File: src/rtl/mem_port_arbiter.sv
// Round-robin arbiter sharing one 32-bit word memory port among NUM_REQ requesters.
// Define MEM_ARB_BURST_LOCK_EN to hold a grant for up to BURST_LEN beats (line refill lock).
module mem_port_arbiter #(
  parameter int NUM_REQ   = 4,
  parameter int BURST_LEN = 4
) (
  input  logic                    clk,
  input  logic                    rst_n,
  input  logic [NUM_REQ-1:0]      i_req,
  input  logic [NUM_REQ-1:0]      i_req_we,
  input  logic [32*NUM_REQ-1:0]   i_req_addr,
  input  logic [32*NUM_REQ-1:0]   i_req_wdata,
  output logic [NUM_REQ-1:0]      o_req_ready,
  output logic [31:0]             o_req_rdata,
  output logic [NUM_REQ-1:0]      o_grant,
  output logic                    o_mem_req,
  output logic                    o_mem_we,
  output logic [31:0]             o_mem_addr,
  output logic [31:0]             o_mem_wdata,
  input  logic [31:0]             i_mem_rdata,
  input  logic                    i_mem_ready
);

  localparam int IDX_W = $clog2(NUM_REQ);
  localparam int CNT_W = $clog2(BURST_LEN + 1);
  localparam logic [NUM_REQ-1:0] ONE_HOT_0 = {{(NUM_REQ-1){1'b0}}, 1'b1};

  typedef enum logic {ST_IDLE = 1'b0, ST_BUSY = 1'b1} state_t;

  state_t             r_state;
  logic [NUM_REQ-1:0] r_grant;
  logic [IDX_W-1:0]   r_last;
  logic [CNT_W-1:0]   r_beat_cnt;

  logic [31:0]        w_addr_arr  [NUM_REQ];
  logic [31:0]        w_wdata_arr [NUM_REQ];
  logic [IDX_W-1:0]   w_gidx;
  logic [IDX_W-1:0]   w_pick;
  logic [IDX_W-1:0]   w_scan;
  logic               w_found;
  logic               w_hit;
  logic               w_accept;
  logic               w_release;
  logic [CNT_W-1:0]   w_beat_nxt;

  genvar gi;
  for (gi = 0; gi < NUM_REQ; gi++) begin : g_unpack
    assign w_addr_arr[gi]  = i_req_addr[32*gi +: 32];
    assign w_wdata_arr[gi] = i_req_wdata[32*gi +: 32];
  end

  // Grant is one-hot, so OR-ing the indices of set bits yields the granted index.
  always_comb begin
    w_gidx = '0;
    for (int i = 0; i < NUM_REQ; i++) begin
      w_gidx = w_gidx | (r_grant[i] ? IDX_W'(i) : '0);
    end
  end

  // Round-robin scan starting just after the last granted requester.
  always_comb begin
    w_found = 1'b0;
    w_pick  = r_last;
    w_scan  = '0;
    w_hit   = 1'b0;
    for (int k = 1; k <= NUM_REQ; k++) begin
      w_scan  = IDX_W'((int'(r_last) + k) % NUM_REQ);
      w_hit   = ~w_found & i_req[w_scan];
      w_pick  = w_hit ? w_scan : w_pick;
      w_found = w_found | w_hit;
    end
  end

  // Memory-side mux and ready/data return; zero-latency path while a grant is held.
  always_comb begin
    o_mem_req   = 1'b0;
    o_mem_we    = 1'b0;
    o_mem_addr  = 32'd0;
    o_mem_wdata = 32'd0;
    o_req_ready = '0;
    o_req_rdata = 32'd0;
    if (r_state == ST_BUSY) begin
      o_mem_req   = i_req[w_gidx];
      o_mem_we    = i_req_we[w_gidx];
      o_mem_addr  = w_addr_arr[w_gidx];
      o_mem_wdata = w_wdata_arr[w_gidx];
      o_req_ready = r_grant & i_req & {NUM_REQ{i_mem_ready}};
      o_req_rdata = i_mem_rdata;
    end else begin
      o_mem_req   = 1'b0;
      o_req_ready = '0;
    end
  end

  assign w_accept   = o_mem_req & i_mem_ready;
  assign w_beat_nxt = r_beat_cnt + CNT_W'(1);
  assign o_grant    = r_grant;

  // A withdrawn request always ends the grant; an accepted beat ends it unless the burst is locked.
  always_comb begin
`ifdef MEM_ARB_BURST_LOCK_EN
    if (w_accept) begin
      w_release = (w_beat_nxt == CNT_W'(BURST_LEN));
    end else begin
      w_release = ~i_req[w_gidx];
    end
`else
    w_release = w_accept | ~i_req[w_gidx];
`endif
  end

  // Arbitration FSM: IDLE picks a requester, BUSY forwards its beats until release.
  always_ff @(posedge clk or negedge rst_n) begin
    if (!rst_n) begin
      r_state    <= ST_IDLE;
      r_grant    <= '0;
      r_last     <= IDX_W'(NUM_REQ - 1);
      r_beat_cnt <= '0;
    end else begin
      case (r_state)
        ST_IDLE: begin
          if (w_found) begin
            r_state    <= ST_BUSY;
            r_grant    <= ONE_HOT_0 << w_pick;
            r_last     <= w_pick;
            r_beat_cnt <= '0;
          end else begin
            r_grant    <= '0;
          end
        end
        ST_BUSY: begin
          if (w_accept) begin
            r_beat_cnt <= w_beat_nxt;
          end else begin
            r_beat_cnt <= r_beat_cnt;
          end
          if (w_release) begin
            r_state <= ST_IDLE;
            r_grant <= '0;
          end else begin
            r_state <= ST_BUSY;
          end
        end
        default: begin
          r_state <= ST_IDLE;
          r_grant <= '0;
        end
      endcase
    end
  end

endmodule

File: config.mk
export PLATFORM = sky130hd
export DESIGN_NAME = mem_port_arbiter
export DESIGN_NICKNAME = d
export VERILOG_FILES = /design/src/rtl/mem_port_arbiter.sv
export SDC_FILE = /design/constraint.sdc
export NUM_CORES = 1
export LEC_CHECK = 0
export ABC_CLOCK_PERIOD_IN_PS = 2400
export CAP_MARGIN = 30
export CORE_AREA = 2 2 158 160
export DETAILED_ROUTE_END_ITERATION = 6
export DIE_AREA = 0 0 160 162
export SLEW_MARGIN = 5
export SYNTH_ARGS = -nofsm -noshare
export SYNTH_HDL_FRONTEND = slang
export SYNTH_SLANG_ARGS = --single-unit
File: constraint.sdc
create_clock -name clk -period 2.4 [get_ports clk]
set_input_delay 0.36 -clock clk [delete_from_list [all_inputs] [get_ports clk]]
set_output_delay 0.36 -clock clk [all_outputs]
set_load 0.05 [all_outputs]
======== After elaboration in Yosys (flattened, before gate mapping) ========
Cells that the tools add are included.
word-level totals
  bits in read-only memories .............. 0
  output and inout port bits .............. 106
  flip-flop bits (word level) ............. 7
  RAM bits ................................ 0
  latch bits .............................. 0
  word-level logic and storage cells ...... 71
  memories ................................ 0
  bits of input ports ..................... 299
operators by class
  reductions and logical operators ........ 1
  order comparisons ....................... 6
  div/mod/pow operators ................... 0
  bitwise gates (word level) .............. 18
  $mul .................................... 0
  shift operators ......................... 1
  equal/unequal tests ..................... 1
  mux-type cells .......................... 37
  $add $sub $neg .......................... 4
operators by type and width
  kind                                                                          count
  32-bit two-way mux                                                            7
  32-bit binary-select mux with 2-bit select                                    2
  2-bit by 3-bit less-than comparator with 1-bit output, second input constant  5
  1-bit binary-select mux with 2-bit select                                     6
  2-bit two-way mux                                                             6
  4-bit two-way mux                                                             3
  1-bit two-way mux                                                             11
  4-bit AND                                                                     2
  4-bit one-hot mux with 2 select lines                                         1
  1-bit inverter                                                                5
  2-bit by 1-bit adder with 2-bit output, second input constant                 2
  2-bit adder, second input constant                                            2
  1-bit AND                                                                     4
  1-bit bitwise OR                                                              4
  1-bit by 2-bit left shift with 4-bit output, first input constant             1
  3-bit greater-or-equal comparator, second input constant                      1
  2-bit inverter with 3-bit output                                              1
  2-bit by 1-bit inequality test with 1-bit output, second input constant       1
  1-bit by 2-bit bitwise OR with 2-bit output                                   1
  2-bit bitwise OR                                                              1
  1-bit one-hot mux with 2 select lines                                         1
  2-bit AND reduction                                                           1

======== Longest topological paths before layout ========
  word-level depth ........................ 15
  depth in mapped cells ................... 8
  gate-level depth less buffers ........... 4

======== Least setup slack after synthesis ========
No wires, ideal clock.
  path type ............................... flip-flop to output port
  from .................................... register r_grant[3], in the netlist o_grant[3]
  to ...................................... output o_mem_req
  data required time ...................... 2,040 ps
  path buffers ............................ 2
  cell stages (with the launch flop) ...... 5
  slack ................................... 22 ps
  data arrival time ....................... 2,018 ps
  path through ............................ dfrtp_1 -> or2_1 -> buf_2 -> clkbuf_1 -> a21oi_1
between the ends
  word-level cells in the longest chain between the ends .. 5
RTL lines
  what                                       line  text
  start, declared                            31    logic [NUM_REQ-1:0] r_grant;
  start signal, assigned                     124   r_grant <= ONE_HOT_0 << w_pick;
  2-bit two-way mux                          56    w_gidx = w_gidx | (r_grant[i] ? IDX_W'(i) : '0);
  2-bit bitwise OR                           56
  1-bit binary-select mux with 2-bit select  83    o_mem_req = i_req[w_gidx];
  1-bit two-way mux (implied by the code)    83
  1-bit two-way mux                          82    if (r_state == ST_BUSY) begin
  end, declared                              16    output logic o_mem_req,
No other way between the ends. The select of a mux whose other input is x is not followed.

======== Final worst setup path ========
  from .................................... register r_grant[1], in the netlist o_grant[1]
  to ...................................... output o_mem_addr[29]
between the ends
  word-level cells in the longest chain between the ends .. 8
RTL lines
  what                                                    line  text
  1-bit two-way mux                                       56
  1-bit by 2-bit bitwise OR with 2-bit output             56
  2-bit bitwise OR                                        56
  2-bit inverter with 3-bit output (implied by the code)  85    o_mem_addr = w_addr_arr[w_gidx];
  32-bit binary-select mux with 2-bit select              85
  32-bit two-way mux (implied by the code) (2 in series)  85
  32-bit two-way mux                                      82
  end, declared                                           18    output logic [31:0] o_mem_addr,
No other way between the ends. The select of a mux whose other input is x is not followed.

==> results.json <==
{
  "min_period_ps": 2300,
  "synth_area_leaders": "mux2i_1, nand2_1, and3_1",
  "ys_top_cells_by_count": "nand2_1, and3_1, o21ai_0",
  "post_cts_buffers": 0,
  "synth_top_family_by_area": "simple AND/OR/NAND/NOR gates",
  "ir_worst_vdd_mv": 0.9097,
  "yosysWarnings": 0,
  "p_leak_nw": 3.441,
  "ant_nets": 0,
  "syn_nets": 822,
  "finalWorstSetupSlack_ps": 100.2,
  "synth_most_common_cell": "nand2_1",
  "place.gp.congestion": 0.8767,
  "synthCells": 523,
  "dp.cells": 1206,
  "synth-compound-area-share": 0.1449,
  "dp_slack_ps": 332.3,
  "end_kind": "primary output",
  "ctsResizeCount": 0,
  "design_power_total_mw": 13.79,
  "cts.clk_slew.worst_paths_ps": 40,
  "cap_viol_max_count": 0,
  "nets": 1186,
  "syn_area_um2": 3090,
  "power_density_nw_per_um2": 1648,
  "startpoint_type": "flip-flop",
  "ctsHoldBuffers": 0,
  "rows": 57,
  "crit_fanout": 66,
  "fp.dieArea_um2": 25920,
  "antenna_found_initial": 1,
  "grtUsageTotal": 0.1494,
  "dr.pass1.iters": 4,
  "met3_usage": 0.02783,
  "cts.path.max_buffers": 2,
  "clk_latency_ps": 230,
  "grt.met1_usage": 0.1871,
  "ios": 405,
  "grt_pass1_wl_um": 30790,
  "yosysSeqAreaShare": 0.05749,
  "synth_fa_ha_area_frac": 0,
  "grt_pass1_vias": 5203,
  "synth_simple_gate_area_frac": 0.4947,
  "synth_top_area_frac": 0.2138,
  "filler_cell_count": 2542,
  "hp-class": "input port to async pin",
  "via_count": 5149,
  "grt_max_degree": 69,
  "finalWirelength_um": 20490,
  "core_um2": 24110,
  "status": "complete, no violations",
  "fmax_mhz": 434.8,
  "synthXorXnorAreaFrac": 0,
  "via_per_inst": 4.252,
  "hold_viol_final": 0,
  "overflow": 0,
  "synth_top_cell_by_area": "mux2i_1",
  "cts_tree": "done",
  "min_period_over_period": 0.9583,
  "ys_types": 28,
  "port_buffers": 404,
  "cts_sinks": 7,
  "setup_viol": 0,
  "root_buffer": "clkbuf_16",
  "fin_cells": 1211,
  "busiest_layer": "met2",
  "area_growth_pct": 170.8,
  "async_flop_share": 1.000,
  "finalClockSkew_ps": 3.236,
  "cts-buffers-inserted": 3,
  "ys.flop_type": "dfrtp_1",
  "slew_headroom": 0.5829,
  "worst_slew_pin_slew_ps": 625.7,
  "critPathKind": "flip-flop to primary output",
  "fin_tns_setup_ps": 0,
  "initial_core_util": 0.1282,
  "timing.hold.ws_ps": 402.1,
  "die_width_um": 160,
  "hpwl_um": 16130,
  "drive_gt1_frac": 0.1467,
  "synth_edf_count": 0,
  "drc": 0,
  "syn_area_per_cell_um2": 5.909,
  "worst_ep_arrival_time_ps": 1940,
  "wl_per_cell_um": 16.92,
  "slew_violations": 0,
  "rsz0062_at_grt": "no",
  "synth_seq_cells": 7,
  "die_y_um": 162,
  "synthMuxAreaShare": 0.2211,
  "grtUsageMet2": 0.2670,
  "htreeDepth": 1,
  "required_ps": 2040,
  "initialDrtViolationCount": 329
}
power breakdown:
group,internal (mW),switching [mW]
clock network,0.219,0.0694
logic,5.53,7.59
registers,0.198,0.183
total,5.95,7.84
area by class of cell:
cell class | instances | area, um^2 | area share
repair buffers | 414 | 5026 | 0.6005
multi-input cells | 460 | 2668 | 0.3187
well taps | 324 | 405.4 | 0.04844
flip-flops and latches | 7 | 183.9 | 0.02198
clock buffers | 3 | 75.07 | 0.008970
clock inverters | 1 | 5.005 | 0.0005980
inverters | 1 | 3.754 | 0.0004485
diodes | 1 | 2.502 | 0.0002990
worst max-delay path: stages, from the launching register on:
cell	delay [ps]
dfrtp_4	530
buf_12	200
o21ai_0	370
nand3_1	110
and3_1	210
buf_4	180
per-stage QoR:
step / cell area (um^2) / utilization
after floorplan: 3090 / -
after global placement: 8283 / 0.3436
after detailed placement: 8283 / 0.3436
after CTS: 8363 / 0.3469
after global routing: 8369 / 0.3472
final: 8369 / 0.3472
path summary, 6_finish.rpt:
check	from	slack (ps)	to	depth (start not counted)
hold reg to reg	r_last[0]	530	r_last[0]	2
setup / recovery	o_grant[1]	100	o_mem_addr[29]	5
min in group clk	r_last[0]	530	r_last[0]	2
max in group asynchronous	rst_n	1700	r_last[1]	1
hold / removal	rst_n	400	o_grant[0]	1
setup reg to reg	r_state	540	r_last[1]	3
cell usage in the layout, fill, tap and decap left out, drive strengths merged, types with 4 or more instances in the layout:
cell | Yosys | routed
nand3 | 65 | 65
o21ai | 68 | 68
a21oi | 4 | 4
clkdlybuf4s50 | 0 | 300
dfrtp | 5 | 5
mux2i | 66 | 66
nand2 | 132 | 132
nor2 | 5 | 5
and2 | 33 | 33
a32o | 4 | 4
buf | 25 | 114
and3 | 69 | 69
state kept, by name, summed over array words and instances, names as in the netlist:
register	count
o_grant	4
r_last	2
r_state	1
cell families (layout without fill, tap and decap cells):
| logic type | count (synthesis) | in the layout |
|---|---|---|
| other | 0 | 1 |
| and+or+nand+nor | 311 | 311 |
| DFF | 7 | 7 |
| buffers and inverters | 56 | 419 |
| AOI/OAI and AO/OA | 81 | 81 |
| muxes | 68 | 68 |
metal layers:
metal,vias up,share of wire
met4,0,0.020
met2,223,0.50
met3,28,0.065
li1,2550,-
met1,2348,0.41
met5,-,0
(Power assumes the default switching activity.)
